==> src/rtl/fifo_pkg.sv <==
// Shared constants and pointer-encoding helpers for the async FIFO write/read controllers.
package fifo_pkg;

  localparam int ADDR_W_DEF = 4;
  localparam int DEPTH      = 2 ** ADDR_W_DEF;
  localparam int MAX_PTR_W  = 13;

  // Callers zero-extend narrower pointers; upper result bits then stay zero.
  function automatic logic [MAX_PTR_W-1:0] bin2gray(input logic [MAX_PTR_W-1:0] i_bin);
    return i_bin ^ (i_bin >> 1);
  endfunction

endpackage

==> src/rtl/gray2bin.sv <==
// Combinational Gray-to-binary converter (XOR prefix from the MSB down), shared by both FIFO sides.
module gray2bin #(
  parameter int W = 5
) (
  input  logic [W-1:0] i_gray,
  output logic [W-1:0] o_bin
);

  for (genvar i = 0; i < W; i++) begin : g_bit
    assign o_bin[i] = ^i_gray[W-1:i];
  end

endmodule

==> src/rtl/wptr_ovf_chk.sv <==
// Simulation checker that flags the first write attempted while full (WPTR_OVF_STICKY_EN builds only).
`ifdef WPTR_OVF_STICKY_EN
module wptr_ovf_chk (
  input logic i_clk,
  input logic i_rst_n,
  input logic i_ovf
);

  // The overflow flag is sticky, so its single rising edge marks the first overflow.
  a_first_ovf : assert property (@(posedge i_clk) disable iff (!i_rst_n) !$rose(i_ovf))
    else $warning("write FIFO overflow: write attempted while full");

endmodule
`endif

==> src/rtl/wptr_full_ctrl.sv <==
// Write-domain pointer, full, almost-full and fill-level controller for the async FIFO.
// Optional sticky overflow output wr_ovf is enabled by defining WPTR_OVF_STICKY_EN.
module wptr_full_ctrl
  import fifo_pkg::*;
#(
  parameter int ADDR_W       = ADDR_W_DEF,
  parameter int AFULL_THRESH = 12
) (
  input  logic              wr_clk,
  input  logic              wr_rst_n,
  input  logic              wr_en,
  input  logic [ADDR_W:0]   wq2_rptr,
  output logic              wr_accept,
  output logic [ADDR_W-1:0] wr_addr,
  output logic [ADDR_W:0]   wr_ptr,
  output logic              full,
  output logic              almost_full,
  output logic [ADDR_W:0]   wr_level
`ifdef WPTR_OVF_STICKY_EN
  ,
  output logic              wr_ovf
`endif
);

  localparam int              PW        = ADDR_W + 1;
  localparam logic [ADDR_W:0] AF_THRESH = PW'(AFULL_THRESH);

  logic [ADDR_W:0]    r_wbin;
  logic [ADDR_W:0]    r_wgray;
  logic               r_full;
  logic               r_afull;
  logic [ADDR_W:0]    r_level;

  logic               w_accept;
  logic [ADDR_W:0]    w_wbin_next;
  logic [ADDR_W:0]    w_rbin;
  logic [ADDR_W:0]    w_level_next;
  logic [MAX_PTR_W-1:0] w_gray_wide;
  logic [MAX_PTR_W-1:0] w_full_pat;
  logic               w_full_next;

  gray2bin #(.W(PW)) u_rptr_g2b (
    .i_gray (wq2_rptr),
    .o_bin  (w_rbin)
  );

  assign w_accept     = wr_en & ~r_full;
  assign w_wbin_next  = r_wbin + PW'(w_accept);
  assign w_gray_wide  = bin2gray(MAX_PTR_W'(w_wbin_next));
  // Full when the next write pointer is exactly one lap ahead: top two Gray bits inverted.
  assign w_full_pat   = MAX_PTR_W'({~wq2_rptr[ADDR_W:ADDR_W-1], wq2_rptr[ADDR_W-2:0]});
  assign w_full_next  = (w_gray_wide == w_full_pat);
  assign w_level_next = w_wbin_next - w_rbin;

  // Pointer, flag and level state; everything folds the accepted write in on the same edge.
  always_ff @(posedge wr_clk) begin
    if (!wr_rst_n) begin
      r_wbin  <= '0;
      r_wgray <= '0;
      r_full  <= 1'b0;
      r_afull <= 1'b0;
      r_level <= '0;
    end else begin
      r_wbin  <= w_wbin_next;
      r_wgray <= w_gray_wide[ADDR_W:0];
      r_full  <= w_full_next;
      r_afull <= (w_level_next >= AF_THRESH);
      r_level <= w_level_next;
    end
  end

  assign wr_accept   = w_accept;
  assign wr_addr     = r_wbin[ADDR_W-1:0];
  assign wr_ptr      = r_wgray;
  assign full        = r_full;
  assign almost_full = r_afull;
  assign wr_level    = r_level;

`ifdef WPTR_OVF_STICKY_EN
  logic r_ovf;

  // Sticky record of any write attempted while full; only reset clears it.
  always_ff @(posedge wr_clk) begin
    if (!wr_rst_n) begin
      r_ovf <= 1'b0;
    end else begin
      r_ovf <= r_ovf | (wr_en & r_full);
    end
  end

  assign wr_ovf = r_ovf;

  wptr_ovf_chk u_ovf_chk (
    .i_clk   (wr_clk),
    .i_rst_n (wr_rst_n),
    .i_ovf   (r_ovf)
  );
`endif

endmodule

==> config.mk <==
export PLATFORM = sky130hd
export DESIGN_NAME = wptr_full_ctrl
export DESIGN_NICKNAME = d
export VERILOG_FILES = /design/src/rtl/fifo_pkg.sv /design/src/rtl/gray2bin.sv /design/src/rtl/wptr_ovf_chk.sv /design/src/rtl/wptr_full_ctrl.sv
export SDC_FILE = /design/constraint.sdc
export NUM_CORES = 1
export LEC_CHECK = 0
export BUFFER_PORTS_ARGS = -buffer_cell sky130_fd_sc_hd__buf_2
export CAP_MARGIN = 20
export CELL_PAD_IN_SITES_DETAIL_PLACEMENT = 1
export CELL_PAD_IN_SITES_GLOBAL_PLACEMENT = 1
export CORE_AREA = 2 2 48 50
export DETAILED_ROUTE_END_ITERATION = 6
export DIE_AREA = 0 0 50 52
export GPL_TIMING_DRIVEN = 0
export PLACE_DENSITY_LB_ADDON = 0.1
export SYNTH_ARGS = -nofsm -noshare
export SYNTH_HDL_FRONTEND = slang
export SYNTH_SLANG_ARGS = --single-unit
==> constraint.sdc <==
create_clock -name wr_clk -period 5 [get_ports wr_clk]
set_input_delay 0.5 -clock wr_clk [delete_from_list [all_inputs] [get_ports wr_clk]]
set_output_delay 0.5 -clock wr_clk [all_outputs]
set_load 0.02 [all_outputs]
### Word level (Yosys, flattened, before mapping)

Index checks and enable logic that the tools add are counted.

| operators by class | value |
|---|---|
| equality and inequality tests | 1 |
| reductions and logical operators | 4 |
| order comparisons | 1 |
| $add $sub $neg | 2 |
| bitwise gates (word level) | 4 |

Operators by type and width:

| cell | number |
|---|---|
| 5-bit by 1-bit adder with 5-bit output | 1 |
| 5-bit equality test | 1 |
| 5-bit by 4-bit greater-or-equal comparator with 1-bit output, second input constant | 1 |
| 5-bit XOR reduction | 1 |
| 5-bit subtractor | 1 |
| 5-bit by 4-bit XOR with 5-bit output | 1 |
| 4-bit XOR reduction | 1 |
| 3-bit XOR reduction | 1 |
| 2-bit inverter | 1 |
| 2-bit XOR reduction | 1 |
| 1-bit AND | 1 |
| 1-bit inverter | 1 |

| storage, ports and cells | value |
|---|---|
| output and inout bits | 17 |
| bits in registers | 17 |
| bits of input ports | 8 |
| word-level logic and storage cells | 17 |

### Longest topological paths before layout

Gate-level depths: netlist of run 1.

| depth | value |
|---|---|
| depth after elaboration | 5 |
| gate-level depth with buffers | 10 |
| depth with buffers taken out | 10 |

### By module

Synthesis of run 1 repeated with hierarchy kept, for this count alone.

| unflattened totals | value |
|---|---|
| cell total of the unflattened synthesis | 80 |
| area total of the unflattened synthesis | 862.1 um2 |

Modules (own cells, without submodules):

| module | instances | cells an instance | seq. area each (um2) | area each (um2) |
|---|---|---|---|---|
| wptr_full_ctrl | 1 | 74 | 320.3 | 789.5 |
| gray2bin | 1 | 6 | 0.0 | 72.6 |

### Least setup slack after synthesis of run 1

Ideal clock, no wire load.

| path | value |
|---|---|
| kind | input to register |
| start | input wq2_rptr[2] |
| end | register r_level[4], in the netlist wr_level[4] |
| library setup time | 115 ps |
| setup slack | 2258 ps |
| cell stages on the path | 10 |
| required time | 4885 ps |
| data arrival time | 2627 ps |
| buffers on the path | 0 |
| cell sequence | xnor3_1 xor2_1 xnor2_1 ha_1 inv_1 fa_1 maj3_2 a21oi_2 xnor2_1 and2_1 |

| between the ends | value |
|---|---|
| longest elaborated chain between the ends | 2 |
| elaborated cells on any way between the ends | 4 |
| those cells by class | 1 x add/sub; 3 x reduce/logical |

Ends and longest elaborated chain:

| item | RTL line | RTL |
|---|---|---|
| start: declaration | wptr_full_ctrl.sv:12 | `input logic [ADDR_W:0] wq2_rptr,` |
| 5-bit XOR reduction, or another cell as far along | gray2bin.sv:10 | `assign o_bin[i] = ^i_gray[W-1:i];` |
| 5-bit subtractor (*) | wptr_full_ctrl.sv:53 | `assign w_level_next = w_wbin_next - w_rbin;` |
| end signal: assignment | wptr_full_ctrl.sv:68 | `r_level <= w_level_next;` |
| end: declaration | wptr_full_ctrl.sv:32 | `logic [ADDR_W:0] r_level;` |

Every way passes the cells marked *; elsewhere a longest branch is shown, timed or not.
A chain may end at the register's enable or synchronous reset.

### Final worst setup path of run 1

Same ends and word-level chain as after synthesis.

==> results of run 1 <==
-- through the flow --
step,hold slack [ps],utilization (%),cell area [sq um]
after floorplan,638,-,805
after global placement,597,45.6,960
after detailed placement,619,45.6,960
after CTS,463,47.3,996
after global routing,463,47.3,996
final,468,47.3,996
-- layer usage --
| metal | up-vias | GRT usage, % | wire [um] |
|---|---|---|---|
| li1 | 295 | - | - |
| met1 | 276 | 15.6 | 664 |
| met2 | 11 | 23.5 | 789 |
| met3 | 2 | 2.59 | 50 |
| met4 | 0 | 6.94 | 17 |
| met5 | - | 0 | 0 |
-- registers in the layout (all words and copies together) (netlist names) --
| register | cells |
|---|---|
| wr_ptr | 4 |
| full | 1 |
| r_wbin | 5 |
| almost_full | 1 |
| wr_level | 5 |
-- final cells by class --
cell class,instances,share of cell area [%]
sequential,16,32.2
timing repair buffer,24,12.1
buffer,1,0.377
multi-input combinational,54,46.7
inverter,4,1.51
clock buffer,4,3.64
tap,28,3.52
-- worst max-delay path by stage --
stage	end	depth (start not counted)	slack, ps	start
after floorplan	wr_level[4]	10	2260	wq2_rptr[2]
after global placement	wr_level[4]	11	1950	wq2_rptr[2]
after detailed placement	wr_level[4]	11	1910	wq2_rptr[2]
after CTS	wr_level[4]	11	2220	wq2_rptr[2]
after global routing	wr_level[4]	11	2040	wq2_rptr[2]
final	wr_level[4]	11	2220	wq2_rptr[2]
-- report_power, final --
part           internal, mW  switching (mW)
clock                0.0443          0.0388
sequential            0.144         0.00477
combinational        0.0501          0.0714
-- synth_stat cells --
| master | instances |
|---|---|
| a2111oi_2 | 1 |
| nor2b_1 | 1 |
| a21oi_2 | 1 |
| nor2_1 | 6 |
| clkbuf_1 | 1 |
| dfxtp_1 | 16 |
| maj3_2 | 1 |
| maj3_1 | 1 |
| a21oi_1 | 1 |
| ha_1 | 4 |
| xnor3_1 | 1 |
| nand3_1 | 2 |
| nand3_2 | 1 |
| inv_1 | 4 |
| or3_1 | 1 |
| xnor2_2 | 1 |
| nand2_1 | 2 |
| fa_1 | 1 |
| and2_1 | 7 |
| xor2_2 | 1 |
| and3b_1 | 1 |
| xor2_1 | 9 |
| xnor2_1 | 10 |
| o2bb2ai_1 | 1 |
-- cells by family after synthesis --
group / count (synthesis)
AOI/OAI and AO/OA: 4
xor gates and xnor gates: 22
adders and majority gates: 7
buffers and inverters: 5
DFF: 16
and+or+nand+nor: 21
-- cell usage in the layout, fill, tap and decap left out, drive strengths merged --
cell     synthesis  layout
buf              0      24
a2111oi          1       1
or3              1       1
xnor3            1       1
dfxtp           16      16
nor2b            1       1
clkbuf           1       5
o2bb2ai          1       1
inv              4       4
nand2            2       2
fa               1       1
ha               4       4
and3b            1       1
and2             7       7
nor2             6       6
nand3            3       3
maj3             2       2
a21oi            2       2
xor2            10      10
xnor2           11      11
-- tightest hold or removal path, cell delays in order --
cell and delay [ps]:
buf_2 100, nand2_1 70, a2111oi_2 40
==> impl_results.md, run 1 <==
* Most used cell, CP: xnor2_1
* Fin cells at 131
* Leak at 0.485 nW
* NumNets Final at 117
* Startpoint Class: input port
* Largest net degree at the start of global routing at 11
* Largest family of logic cells by synthesized area: XOR/XNOR gates
* Mux contribution to synthesized area at 0%
* DRC violations left at 0
* Global route overflow at 0
* Synth area leader: dfxtp_1
* Vias/cell at 4.46
* Ports at 25
* Layout overhead on the synthesized area at 23.8%
* VDD IR max at 0.204 mV
* # rows at 17
* Clock transition at path regs at 90 ps
* Total track usage at 13.5%
* Max-cap viol count at 0
* Final ANT Viol Nets at 0
* Synth Area in Compound Gates at 4.67%
* Register area share after synthesis at 39.8%
* Worst-Margin Slew at 513 ps
* Chip Width at 50 um
* Mapped Area at 805 sq um
* Status: finished, final reports clean
* DR WL/cell at 11.6 um
* RR Startpoint: full
* Worst Hold Class: in2reg
* Clock tree sinks at 16
* CP delay by family, top: XOR/XNOR gates
* Worst Reg-to-Reg Cells at 7
* CP Data Arrival Time at 2960 ps
* Period utilization at 55.5%
* Place WS at 1910 ps
* # hold bufs at CTS at 0
* H-tree levels at 1
* CP max-delay cell: xnor3_1
* Global-route wire length before repair at 2550 um
* Max-slew violation count at 0
* Syn Nets at 88
* Minimum clock period at 2780 ps
* Reg area at 320 sq um
* Initial antenna violation count at 0
* CP Capture Type: register
* Bufs on Longest Clock Path at 2
* Worst relative slew slack at 65.7%
* ANT cells at 0
* Mapped Cells at 75
* Port Buffers at 24
* # placed instances at 127
* Initial Util at 38.2%
* FMAX at 360 MHz
* Final clock skew at 0.985 ps
* Tot Pwr at 354 uW
* Final Hold Violating Endpoints at 0
* Setup_tns at 0 ps
* Number of CTS-inserted buffers at 3
* Reg2Reg Capture Point: wr_level[4]
* Core ar. at 2110 sq um
* FF-to-FF setup slack at 2710 ps
* DRT iter0 DRCs at 1
* Clock root buffer: clkbuf_4
* Max incr delay on CP at 430 ps
* WHS Path Cells at 3
* RSZ-0062 raised after global routing: false
* Via count at 584
* Post-Synth Adder-Cell Area at 11.4%
* Pwr/cell area at 355 nW/um^2
* Worst Hold Path EP: full
* Top-area cell type share of the netlist area at 39.8%
* CP required at 5180 ps
* Simple-Gate Fraction of Synth Area at 14.3%
* Top post-synthesis cells by area: dfxtp_1 (40%), xnor2_1 (11%), xor2_1 (9.8%)
* Multi-input logic area at 465 sq um
* Yosys cell types at 24
* First-pass DRT Iterations at 2
* Mean Syn Cell Area at 10.7 sq um
* Gates resized, CTS repair at 0
* Post-CTS Setup Bufs at 0
* CP Cell Sequence: buf_2 -> xnor3_1 -> xor2_1 -> xnor2_1 -> ha_1 -> inv_1 -> fa_1 -> maj3_2 -> a21oi_2 -> xnor2_1 -> and2_1
* Fill cells at 245
* XOR/XNOR Fraction of Synth Area at 27.5%
* #FFs+latches synth at 16
* Vias in the first global route at 597
* DRT Wirelength at 1520 um
* Layout cell share with drive strength beyond 1 at 33.0%
* Synth warn at 0
* Min-delay src: wr_rst_n
* Worst-path fanout max at 3
* TritonCTS clock tree: built
* HPWL after DPL at 1260 um
* Bufs and invs on worst path at 2
* Die Height at 52 um
* Setup CP Type: in2reg
* Final setup viols at 0
* Worst-Skew Late Latency at 280 ps
* Final setup margin at 2220 ps
* GPL Wtd Cong at 0.713
* Die ar. at 2600 sq um
Note: power is estimated with default switching activity, not from simulation.
==> inputs of run 2 (changes only) <==
--- a/config.mk
+++ b/config.mk
@@ -5,13 +5,14 @@
 export SDC_FILE = /design/constraint.sdc
 export NUM_CORES = 1
 export LEC_CHECK = 0
+export ABC_AREA = 1
 export BUFFER_PORTS_ARGS = -buffer_cell sky130_fd_sc_hd__buf_2
 export CAP_MARGIN = 20
 export CELL_PAD_IN_SITES_DETAIL_PLACEMENT = 1
 export CELL_PAD_IN_SITES_GLOBAL_PLACEMENT = 1
-export CORE_AREA = 2 2 48 50
+export CORE_AREA = 2 2 58 60
 export DETAILED_ROUTE_END_ITERATION = 6
-export DIE_AREA = 0 0 50 52
+export DIE_AREA = 0 0 60 62
 export GPL_TIMING_DRIVEN = 0
 export PLACE_DENSITY_LB_ADDON = 0.1
 export SYNTH_ARGS = -nofsm -noshare
==> constraint.sdc (replaced) <==
create_clock -name wr_clk -period 2.4 [get_ports wr_clk]
set_input_delay 0.24 -clock wr_clk [delete_from_list [all_inputs] [get_ports wr_clk]]
set_output_delay 0.24 -clock wr_clk [all_outputs]
set_load 0.02 [all_outputs]
==> run 2 against run 1 <==
Clock power rose by 130%; largest cell class unchanged; cell count rose by 60%; utilization fell by 11 points; total power rose by 98%; setup slack got worse by 1900 ps; non-clock buffer count did not move; via count rose by 57%; routed wire length rose by 51%; sequential power rose by 100%; critical endpoint is now almost_full; worst hold slack got worse by 250 ps; first-iteration DRC count rose to 22 times the previous value.
==> impl_results.md, run 2 <==
* Worst relative slew slack at 75.3% (+9.6 points)
* Int Power at 462 uW (+94%)
* FMAX at 481 MHz
* NumNets Final at 177 (+51%)
* Switching power total at 238 uW (+110%)
* Vias/cell at 4.40 (-1.4%)
* Final Hold Violating Endpoints at 0 (unchanged)
* Final setup viols at 0 (unchanged)
* Pwr/cell area at 606 nW/um^2 (+71%)
* Count leader, synth: nand2_1
* Clock transition at path regs at 100 ps (about the same)
* Finished Cell Area at 1160 sq um (+16%)
* Synth top cells by count: nand2_1 (46), inv_1 (19), dfxtp_1 (16), nand3_1 (13), nor2_1 (10)
* GPL Wtd Cong at 0.706 (-0.93%)
* Fill cells at 412 (+68%)
* Die ar. at 3720 sq um (+43%)
* DR WL/cell at 11.0 um (-5.2%)
* Place WS at -69.6 ps (-1980 ps)
* Fin cells at 209 (+60%)
* Sequential power share at 42.6% (+0.4 points)
* RSZ-0062 raised after global routing: false
* Clock tree sinks at 16 (unchanged)
* TritonCTS clock tree: built
* Number of CTS-inserted buffers at 3 (unchanged)
* Global route overflow at 0 (unchanged)
* Period utilization at 86.6%
* Startpoint Class: register
* Worst Reg-to-Reg Cells at 11 (+4)
* Met2 Wirelength at 1120 um (+42%)
* Comb pwr share at 30.5% (-3.9 points)
* DRC violations left at 0 (unchanged)
* Worst-Margin Slew at 368 ps (-145 ps)
* Number of synthesized flops with an enable pin at 0 (unchanged)
* Yosys cell types at 24 (unchanged)
* Via count at 919 (+57%)
* Largest net degree at the start of global routing at 11 (unchanged)
* # rows at 21 (+4)
* Max-slew violation count at 0 (unchanged)
* Initial antenna violation count at 0 (unchanged)
* Commonest non-fill, non-tap cell in the layout: nand2_1
* Part of the power in the clock network at 26.9% (+3.4 points)
* First-pass DRT Iterations at 4 (+2)
* Dominant synthesized flop cell: dfxtp_1
* Vias in the first global route at 850 (+42%)
* DRT Wirelength at 2300 um (+51%)
* Leak at 0.640 nW (+32%)
* HPWL after DPL at 1910 um (+51%)
* DRT iter0 DRCs at 22 (+21)
* Worst Hold Class: in2reg
* Initial Util at 29.4% (-8.8 points)
* Die Height at 62 um (+19%)
* Mapped Cells at 134 (+79%)
* H-tree levels at 1 (unchanged)
* #FFs+latches synth at 16 (unchanged)
* Minimum clock period at 2080 ps
* Synth area leader: dfxtp_1
* Top post-synthesis cells by area: dfxtp_1 (34%), nand2_1 (18%), inv_1 (7.6%)
* Gates resized, CTS repair at 0 (unchanged)
* Net Sw Frac at 34.0% (+1.5 points)
* Setup CP Type: reg2reg
* Mean Syn Cell Area at 6.97 sq um (-35%)
* Bufs on Longest Clock Path at 2 (unchanged)
* Ports at 25 (unchanged)
* Total track usage at 13.5% (+0.079 points)
* Syn Nets at 147 (+67%)
* Clock root buffer: clkbuf_4
* WHS Path Cells at 3 (unchanged)
* Worst-Skew Late Latency at 290 ps (about the same)
* Placed Area at 1110 sq um (+16%)
* # placed instances at 204 (+61%)
* FF-to-FF setup slack at 320 ps (-2390 ps)
* Worst-path fanout max at 6 (+3)
* Layout cell share with drive strength beyond 1 at 25.2% (-7.9 points)
* CP required at 2600 ps (-2580 ps)
* Port Buffers at 24 (unchanged)
* Met3 wire length at 46 um (-8.0%)
* Core ar. at 3180 sq um (+51%)
* Most frequent cells in the layout: nand2_1 (46), buf_2 (24), inv_1 (19), dfxtp_1 (16), nand3_1 (13)
* CP Data Arrival Time at 2280 ps (-680 ps)
* Global-route wire length before repair at 3760 um (+47%)
* Final clock skew at 2.97 ps (+1.98 ps)
* Synth warn at 0 (unchanged)
* Mapped Area at 935 sq um (+16%)
* Layout overhead on the synthesized area at 23.7% (about the same)
* Status: finished, final reports clean
* Chip Width at 60 um (+20%)
* Register area share after synthesis at 34.3% (-5.5 points)
* Top sig layer: met4
* VDD IR max at 0.161 mV (-21%)
* Met1 WL at 1090 um (+64%)
* Top-area cell type share of the netlist area at 34.3% (-5.5 points)
* Max-cap viol count at 0 (unchanged)
* CP Capture Type: register
* Final ANT Viol Nets at 0 (unchanged)
* ANT cells at 0 (unchanged)
* Asr flop ratio synth at 0% (unchanged)
* Final setup margin at 323 ps (-1900 ps)
==> run 2: changes by cell type after synthesis, sizes merged, moves of 5 or more <==
| cell | delta |
|---|---|
| nand2 | +49 |
| inv | +17 |
| nand3 | +12 |
| xnor2 | -9 |
| xor2 | -7 |
| and2 | -6 |
| nor2 | +5 |
==> run 2: power by group through the flow <==
stage	registers, mW	logic [mW]	clock network, mW
3_3_place_gp	0.304	0.207	0
3_5_place_dp	0.305	0.215	0
2_1_floorplan	0.339	0.115	0
4_1_cts	0.299	0.215	0.197
5_1_grt	0.303	0.244	0.205
6_report	0.298	0.214	0.188
==> run 2: cell families after synthesis <==
kind of cell | count (synthesis) | share of synthesized area, %
flops | 16 | 34.3
compound gates | 5 | 3.35
fa+ha+maj | 5 | 7.50
buf+inv | 22 | 9.10
simple gates | 81 | 40.3
xor+xnor | 5 | 5.49
==> run 2: layout make-up <==
class,count,area [sq um],area share [%]
Clock buffer,4,36.3,3.14
Inverter,22,85.1,7.36
Timing Repair Buffer,25,128,11.0
Tap cell,46,57.6,4.98
Sequential cell,16,320,27.7
Multi-Input combinational cell,96,529,45.8
==> run 2: metal layers <==
metal / vias up / global-route usage (%)
li1: 472 / -
met1: 427 / 17.4
met2: 16 / 22.8
met3: 4 / 1.86
met4: 0 / 5.71
met5: - / 0
==> run 2: worst max-delay path, stage by stage (launching register included) <==
cell     delay [ps]
dfxtp_1         410
nor2_4           60
nand2_1         120
inv_1            60
ha_1            380
fa_1            490
inv_1            90
nand2_1          50
nand2_1          90
nand3_1          70
nand3_1         110
nand2_1          50
==> run 2: path summary, 6_finish.rpt <==
check                  from          end
hold reg to reg   r_wbin[3]    r_wbin[3]
hold / removal     wr_rst_n    r_wbin[1]
setup / recovery       full  almost_full
setup reg to reg       full  almost_full
==> run 2: timing repair <==
item,CTS,global route
buffers inserted,0,1
hold buffers,0,0
setup endpoints to repair,0,1
==> run 2: through the flow <==
stage | TNS (ps) | hold slack, ps | util [%] | power [mW]
global placement | 0 | 530 | 35.0 | 0.511
floorplan | 0 | 338 | - | 0.454
CTS | 0 | 214 | 36.1 | 0.711
detailed placement | -127 | 540 | 35.0 | 0.520
finish | 0 | 221 | 36.4 | 0.700
global route | 0 | 208 | 36.4 | 0.752
